===== src/rtl/axi_pkg.sv =====
// Shared AXI drain-gate types: gate state encoding and minimal AXI channel structs.
package axi_pkg;

    typedef enum logic [1:0] {
        NORMAL   = 2'd0,
        DRAIN    = 2'd1,
        ISOLATED = 2'd2
    } drain_state_e;

    // Upstream-to-downstream handshake and payload fields the gate acts on.
    typedef struct packed {
        logic       aw_valid;
        logic [7:0] aw_addr;
        logic       w_valid;
        logic [7:0] w_data;
        logic       w_last;
        logic       b_ready;
        logic       ar_valid;
        logic [7:0] ar_addr;
        logic       r_ready;
    } axi_req_t;

    // Downstream-to-upstream handshake and payload fields the gate acts on.
    typedef struct packed {
        logic       aw_ready;
        logic       w_ready;
        logic       b_valid;
        logic       ar_ready;
        logic       r_valid;
        logic [7:0] r_data;
        logic       r_last;
    } axi_resp_t;

endpackage


===== src/rtl/axi_drain_cnt.sv =====
// Outstanding-transaction counter for one direction of the drain gate.
// Saturates at both ends so a stray response can never wrap the count.
module axi_drain_cnt #(
    parameter int  MaxTxns  = 8,
    localparam int CntWidth = $clog2(MaxTxns + 1)
) (
    input  logic                clk,
    input  logic                rst_n,
    input  logic                inc,
    input  logic                dec,
    output logic                full,
    output logic                zero,
    output logic [CntWidth-1:0] count
);

    logic [CntWidth-1:0] count_next;
    logic                do_inc;
    logic                do_dec;

    assign full = (count == CntWidth'(MaxTxns));
    assign zero = (count == '0);

    // Simultaneous increment and decrement cancel; guarded ends keep the count in range.
    always_comb begin
        do_inc     = inc && !full;
        do_dec     = dec && !zero;
        count_next = count;
        if (do_inc && !do_dec) begin
            count_next = count + CntWidth'(1);
        end else if (do_dec && !do_inc) begin
            count_next = count - CntWidth'(1);
        end
    end

    // Count register, cleared by reset so in-flight accounting is discarded.
    always_ff @(posedge clk or negedge rst_n) begin
        if (!rst_n) begin
            count <= '0;
        end else begin
            count <= count_next;
        end
    end

endmodule


===== src/rtl/axi_drain_gate.sv =====
// AXI drain gate: on isolate request, stops new AW/AR, lets outstanding
// traffic complete, then reports isolation. All data paths are combinational.
module axi_drain_gate
    import axi_pkg::*;
#(
    parameter int  MaxTxns = 8,
    parameter type req_t   = axi_req_t,
    parameter type resp_t  = axi_resp_t
) (
    input  logic  clk_i,
    input  logic  rst_ni,
    input  logic  isolate_i,
    output logic  isolated_o,
    input  req_t  slv_req_i,
    output resp_t slv_resp_o,
    output req_t  mst_req_o,
    input  resp_t mst_resp_i
);

    localparam int CntWidth = $clog2(MaxTxns + 1);

    drain_state_e        state;
    drain_state_e        next_state;
    logic                aw_pend;
    logic                ar_pend;
    logic                aw_pass;
    logic                ar_pass;
    logic                aw_stall;
    logic                ar_stall;
    logic                wr_inc;
    logic                wr_dec;
    logic                rd_inc;
    logic                rd_dec;
    logic                wr_full;
    logic                rd_full;
    logic                wr_zero;
    logic                rd_zero;
    logic                wr_drained;
    logic                rd_drained;
    logic [CntWidth-1:0] wr_count;
    logic [CntWidth-1:0] rd_count;

    // A valid forwarded downstream but not yet accepted must stay forwarded.
    assign aw_stall = mst_req_o.aw_valid && !mst_resp_i.aw_ready;
    assign ar_stall = mst_req_o.ar_valid && !mst_resp_i.ar_ready;

    assign wr_inc = mst_req_o.aw_valid && mst_resp_i.aw_ready;
    assign wr_dec = mst_resp_i.b_valid && mst_req_o.b_ready;
    assign rd_inc = mst_req_o.ar_valid && mst_resp_i.ar_ready;
    assign rd_dec = mst_resp_i.r_valid && mst_req_o.r_ready && mst_resp_i.r_last;

    // A direction is drained when its count will be zero after this cycle.
    assign wr_drained = !wr_inc && (wr_zero || (wr_count == CntWidth'(1) && wr_dec));
    assign rd_drained = !rd_inc && (rd_zero || (rd_count == CntWidth'(1) && rd_dec));

    axi_drain_cnt #(
        .MaxTxns (MaxTxns)
    ) u_wr_cnt (
        .clk   (clk_i),
        .rst_n (rst_ni),
        .inc   (wr_inc),
        .dec   (wr_dec),
        .full  (wr_full),
        .zero  (wr_zero),
        .count (wr_count)
    );

    axi_drain_cnt #(
        .MaxTxns (MaxTxns)
    ) u_rd_cnt (
        .clk   (clk_i),
        .rst_n (rst_ni),
        .inc   (rd_inc),
        .dec   (rd_dec),
        .full  (rd_full),
        .zero  (rd_zero),
        .count (rd_count)
    );

    // State register.
    always_ff @(posedge clk_i or negedge rst_ni) begin
        if (!rst_ni) begin
            state <= NORMAL;
        end else begin
            state <= next_state;
        end
    end

    // Next-state logic: drain until both directions are empty and nothing is stalled.
    always_comb begin
        next_state = state;
        unique case (state)
            NORMAL: begin
                if (isolate_i) next_state = DRAIN;
            end
            DRAIN: begin
                if (!isolate_i) begin
                    next_state = NORMAL;
                end else if (wr_drained && rd_drained && !aw_stall && !ar_stall) begin
                    next_state = ISOLATED;
                end
            end
            ISOLATED: begin
                if (!isolate_i) next_state = NORMAL;
            end
            default: next_state = NORMAL;
        endcase
    end

    // Output logic: pass-through with AW/AR gating and W shut off while isolated.
    always_comb begin
        mst_req_o  = slv_req_i;
        slv_resp_o = mst_resp_i;
        aw_pass    = aw_pend || (state == NORMAL && !wr_full);
        ar_pass    = ar_pend || (state == NORMAL && !rd_full);
        mst_req_o.aw_valid  = slv_req_i.aw_valid && aw_pass;
        slv_resp_o.aw_ready = mst_resp_i.aw_ready && aw_pass;
        mst_req_o.ar_valid  = slv_req_i.ar_valid && ar_pass;
        slv_resp_o.ar_ready = mst_resp_i.ar_ready && ar_pass;
        if (state == ISOLATED) begin
            mst_req_o.w_valid  = 1'b0;
            slv_resp_o.w_ready = 1'b0;
        end
    end

    // Stall-pending flags and the registered isolation flag.
    always_ff @(posedge clk_i or negedge rst_ni) begin
        if (!rst_ni) begin
            aw_pend    <= 1'b0;
            ar_pend    <= 1'b0;
            isolated_o <= 1'b0;
        end else begin
            aw_pend    <= aw_stall;
            ar_pend    <= ar_stall;
            isolated_o <= (next_state == ISOLATED);
        end
    end

endmodule

===== config.mk =====
export PLATFORM = sky130hd
export DESIGN_NAME = axi_drain_gate
export DESIGN_NICKNAME = d
export VERILOG_FILES = /design/src/rtl/axi_pkg.sv /design/src/rtl/axi_drain_cnt.sv /design/src/rtl/axi_drain_gate.sv
export SDC_FILE = /design/constraint.sdc
export NUM_CORES = 1
export LEC_CHECK = 0
export BUFFER_PORTS_ARGS = -buffer_cell sky130_fd_sc_hd__buf_2
export CORE_MARGIN = 3
export CORE_UTILIZATION = 42
export DETAILED_ROUTE_END_ITERATION = 12
export PLACE_DENSITY_LB_ADDON = 0.25
export SETUP_SLACK_MARGIN = 0.4
export SLEW_MARGIN = 15
export SYNTH_ARGS = -nofsm -noshare
export SYNTH_HDL_FRONTEND = slang
export SYNTH_SLANG_ARGS = --single-unit

===== constraint.sdc =====
create_clock -name clk_i -period 4.2 [get_ports clk_i]
set_clock_uncertainty 0.1 [all_clocks]
set_input_delay 0.84 -clock clk_i [delete_from_list [all_inputs] [get_ports clk_i]]
set_output_delay 0.84 -clock clk_i [all_outputs]
set_load 0.02 [all_outputs]

==> results_dict.tcl, run 1 <==
set metrics [dict create \
    hold_viol 0 \
    numPlacedInstances 137 \
    antenna_found_initial 0 \
    required_ns 4.30 \
    clockBufferDepth 2 \
    slew_headroom_pct 62.52 \
    yosys_warnings 0 \
    vias 744 \
    fp.dieArea_mm2 0.003352 \
    post-route-drc-count 0 \
    num_rows 18 \
    final_cell_mix "25 x buf_2, 13 x dfrtp_1, 9 x ha_1, 8 x inv_1" \
    dpl_cell_area_mm2 0.001008 \
    final_nets 168 \
    final_common_cell "buf_2" \
    ys_seq_area_share_pct 28.76 \
    fmax_ghz 0.3849 \
    grt_max_degree 14 \
    grt_util_all_layers_pct 11.77 \
    drive_gt1_share_pct 28.83 \
    gp_congestion 0.7108 \
    ios 92 \
    htreeDepth 1 \
    cts_tree "yes" \
    ys_ff_latch 13 \
    start_util_pct 44.84 \
    max_cap_viol_count 0 \
    cts-hold-fix-buffers 0 \
    start_kind "flop" \
    portBuffers 25 \
    ys_async_sr_fraction_pct 100.0 \
    cp_max_fo 6 \
    n_antenna_cell 0 \
    postCtsSetupBuffers 0 \
    dieHeight_um 57.90 \
    place_ws_ns 1.608 \
    avgRoutedWirePerCell_um 13.25 \
    slew_viol_final 0 \
    syn-num-nets 176 \
    leakagePower_nw 0.5225 \
    ant_nets 0 \
    via_per_inst 5.277 \
    cp-end-kind "flop" \
    finalWirelength_um 1868 \
    cts_root_buf "clkbuf_4" \
    worstSkewPairLatency_ns 0.27 \
    drtIter0Drc 10 \
    layout_min_cycle_time_ns 2.598 \
    post_cts.resized_instances 0 \
    p_per_area_mw_per_mm2 522.8 \
    synthesis.instances 120 \
    path_class "reg2reg" \
    numCtsBuffers 3 \
    fin_area_mm2 0.001035 \
    core_mm2 0.002522 \
    ys.flop_type "dfrtp_1" \
    final.setup.tns_ns 0 \
    fin_ws_ns 1.602 \
    hpwl_um 1530 \
    period_share_pct 61.86 \
    drtPass1Iterations 4 \
    synth_edf_count 0 \
    netlist_area_mm2 0.001131 \
    worst_pin_slew_ns 0.5550 \
    clkTransAtPathRegs_ns 0.08 \
    grt_overflow_total 0 \
    yosysUniqueCellTypes 30 \
    rsz0062_at_grt "false" \
    hp-class "in2async" \
    grt_pass1_vias 703 \
    status "finished, final reports clean" \
    finalSetupViolations 0 \
    cp.arrival_ns 2.70 \
    syn_avg_cell_area_um2 9.426 \
    syn_to_final_growth_pct -8.518 \
    ir_drop_uv 315.7 \
    cts_num_sinks 13 \
    die_w_um 57.90 \
    stdcell_count 141 \
    finish.utilization_pct 41.02 \
    grt_pass1_wl_um 3063 \
]
report_power, final:
| group | leakage (nW) | total [mW] | internal (mW) | switching (mW) |
|---|---|---|---|---|
| logic | 0.345 | 0.234 | 0.110 | 0.123 |
| registers | 0.162 | 0.229 | 0.168 | 0.0611 |
| clock network | 0.0150 | 0.0780 | 0.0368 | 0.0412 |
worst max-delay path, cell delays in order, from the launching register on:
cell      delay, ns
dfrtp_1        0.45
inv_1          0.12
ha_1           0.16
nand3b_1       0.10
a21oi_1        0.27
and4b_1        0.24
ha_1           0.25
or4_1          0.54
a21oi_2        0.16
xor2_1         0.14
path summary, 6_finish.rpt:
| check | startpoint | endpoint | depth (start not counted) | slack (ns) |
|---|---|---|---|---|
| max | u_rd_cnt.count[0] | u_rd_cnt.count[3] | 9 | 1.60 |
| min | rst_ni | u_rd_cnt.count[3] | 1 | 0.34 |
| min in group clk_i | state[1] | state[0] | 1 | 0.39 |
| max in group asynchronous | rst_ni | state[0] | 1 | 3.42 |
| max reg2reg | u_rd_cnt.count[0] | u_rd_cnt.count[3] | 9 | 1.60 |
| min reg2reg | state[1] | state[0] | 1 | 0.39 |
metrics by stage:
step | total power, mW | hold slack, ns
floorplan | 0.4501 | 0.3472
global placement | 0.4583 | 0.3815
detailed placement | 0.4688 | 0.3752
CTS | 0.5512 | 0.3405
global route | 0.5986 | 0.3381
finish | 0.5410 | 0.3423
Yosys cell counts, types with 3 or more instances:
| cell type | n | area share [%] |
|---|---|---|
| xor2_1 | 6 | 4.6 |
| nand2b_1 | 3 | 1.7 |
| ha_1 | 9 | 10 |
| nor2_1 | 6 | 2.0 |
| inv_1 | 8 | 2.7 |
| dfrtp_1 | 13 | 29 |
| nor2b_1 | 3 | 1.7 |
| buf_4 | 38 | 25 |
registers in the layout, indices dropped and copies added (netlist names):
signal and count:
u_rd_cnt.count 4, u_wr_cnt.count 4, state 2, ar_pend 1, aw_pend 1, isolated_o 1
layout make-up:
class	count	area, um^2
Timing Repair Buffer	25	125.1
Clock buffer	4	26.28
Sequential cell	13	325.3
Fill cell	257	1488
Tap cell	30	37.54
Inverter	8	30.03
Multi-Input combinational cell	61	490.5
cells by family after synthesis:
logic type                 after synthesis  synth area share [%]
buffers and inverters                   46                 27.88
and+or+nand+nor                         28                 15.49
AOI/OAI and AO/OA                       14                 9.957
DFF                                     13                 28.76
adders and majority gates                9                 9.956
xor gates and xnor gates                 8                 6.195
muxes                                    2                 1.770
metal layers:
layer  track usage, %  wire length [um]  share of wire [%]  up-vias
met5                0                 0                  0        -
met1            13.81               810                 43      339
met3            4.232               222                 12       22
met2            17.10               770                 41       31
met4            9.603                65                3.5        0
li1                 -                 -                  -      352
Power figures use the tool's default switching activity.
==> inputs of run 2 (changes only) <==
--- a/config.mk
+++ b/config.mk
@@ -7,7 +7,7 @@
 export LEC_CHECK = 0
 export BUFFER_PORTS_ARGS = -buffer_cell sky130_fd_sc_hd__buf_2
 export CORE_MARGIN = 3
-export CORE_UTILIZATION = 42
+export CORE_UTILIZATION = 39
 export DETAILED_ROUTE_END_ITERATION = 12
 export PLACE_DENSITY_LB_ADDON = 0.25
 export SETUP_SLACK_MARGIN = 0.4
==> constraint.sdc (replaced) <==
create_clock -name clk_i -period 2.4 [get_ports clk_i]
set_clock_uncertainty 0.1 [all_clocks]
set_input_delay 0.48 -clock clk_i [delete_from_list [all_inputs] [get_ports clk_i]]
set_output_delay 0.48 -clock clk_i [all_outputs]
set_load 0.02 [all_outputs]
==> results_dict.tcl, run 2 (synthesis results as in run 1) <==
set metrics [dict create \
    n_antenna_cell 0 \
    slew_headroom_pct 62.36 \
    post-route-drc-count 0 \
    required_ns 2.51 \
    drive_gt1_share_pct 54.61 \
    leakagePower_nw 0.6947 \
    max_cap_viol_count 0 \
    htreeDepth 1 \
    grt_max_degree 14 \
    whs_ns 0.2712 \
    final_nets 198 \
    rsz0062_at_grt "true" \
    hp-class "in2reg" \
    numCtsBuffers 3 \
    final.setup.tns_ns 0 \
    via_per_inst 5.175 \
    ant_nets 0 \
    dieHeight_um 59.86 \
    drtPass1Iterations 4 \
    fp.dieArea_mm2 0.003583 \
    clkTransAtPathRegs_ns 0.08 \
    hold_viol 0 \
    core_mm2 0.002613 \
    slew_viol_final 0 \
    grt_pass1_vias 891 \
    finish.utilization_pct 53.40 \
    dpl_cell_area_mm2 0.001060 \
    drtIter0Drc 12 \
    gp_congestion 0.7667 \
    status "finished, final reports clean" \
    finalPower_mw 1.396 \
    ios 92 \
    worst_pin_slew_ns 0.5574 \
    final_cell_mix "27 x buf_4, 21 x buf_2, 13 x dfrtp_1, 6 x xor2_1, 6 x buf_6" \
    fmax_ghz 0.4548 \
    clockBufferDepth 2 \
    portBuffers 25 \
    grt_overflow_total 0 \
    hpwl_um 1695 \
    start_kind "flop" \
    layout_min_cycle_time_ns 2.199 \
    cts_tree "yes" \
    final_common_cell "buf_4" \
    finalWirelength_um 2569 \
    fillers 236 \
    fin_area_mm2 0.001395 \
    start_util_pct 43.30 \
    ir_drop_uv 602.0 \
    avgRoutedWirePerCell_um 15.02 \
    finalSetupViolations 0 \
    grt_pass1_wl_um 4022 \
    die_w_um 59.86 \
    worstSkewPairLatency_ns 0.28 \
    num_rows 18 \
    cts_root_buf "clkbuf_4" \
    path_class "reg2reg" \
    cp.arrival_ns 2.31 \
    period_share_pct 91.62 \
    antenna_found_initial 0 \
    vias 885 \
    reg.largest.list "u_rd_cnt.count: 4 flops, u_wr_cnt.count: 4 flops, state: 2 flops" \
    cts_num_sinks 13 \
    p_per_area_mw_per_mm2 1001 \
    cp_max_fo 3 \
    grt_util_all_layers_pct 14.97 \
    syn_to_final_growth_pct 23.34 \
    cp-end-kind "flop" \
]
[run 2: cell types whose count changed in the layout (fill, tap and decap cells not counted), moves of 4 or more]
cell   previous run  this run
ha_4              0         4
ha_1              9         5
buf_6             0         6
buf_4             0        27
inv_1             8         4
buf_2            25        21
inv_2             0         4
[run 2: report_power, final]
part | internal [mW] | switching (mW)
logic | 0.500 | 0.390
registers | 0.295 | 0.0710
clock network | 0.0646 | 0.0762
[run 2: area by class of cell]
cell class	instances	area, um^2	area share (%)
clock buffer	4	26.28	1.883
multi-input combinational	61	590.6	42.33
tap	30	37.54	2.691
timing repair buffer	55	385.4	27.62
sequential	13	325.3	23.32
inverter	8	30.03	2.152
[run 2: worst paths after layout]
path	depth (start not counted)	start	slack, ns	to
max	9	u_wr_cnt.count[1]	0.20	u_wr_cnt.count[3]
max in group asynchronous	2	rst_ni	1.45	u_wr_cnt.count[3]
min in group asynchronous	2	rst_ni	0.51	u_wr_cnt.count[0]
max reg2reg	9	u_wr_cnt.count[1]	0.20	u_wr_cnt.count[3]
min	2	mst_resp_i[13]	0.27	aw_pend
min reg2reg	1	state[1]	0.41	state[0]
[run 2: worst max-delay path, cell delays in order (launching register included)]
cell      delay [ns]
dfrtp_1         0.40
inv_2           0.08
ha_4            0.14
nand3b_1        0.12
a21oi_2         0.18
and4b_1         0.23
ha_4            0.18
or4_4           0.41
a21oi_2         0.14
xor2_1          0.14
[run 2: timing repair]
item / in CTS / in global routing
cloned: 0 / 0
gates resized for setup: 11 / 16
setup endpoints to repair: 7 / 13
hold endpoints to repair: 13 / 0
pin swaps: 4 / 11
hold buffers: 1 / 0
buffers inserted: 15 / 10
[run 2: stage by stage]
stage	cells	worst slack [ns]
3_5_place_dp	141	0.1079
6_report	171	0.2012
5_1_grt	171	0.08399
3_3_place_gp	141	0.1487
4_1_cts	161	0.2483
2_1_floorplan	120	0.2037
[run 2: per-layer routing]
metal	share of wire, %	vias up	global-route usage [%]
li1	-	415	-
met1	38	409	16.82
met2	49	42	23.92
met3	9.7	19	5.616
met4	3.7	0	8.861
met5	0	-	0
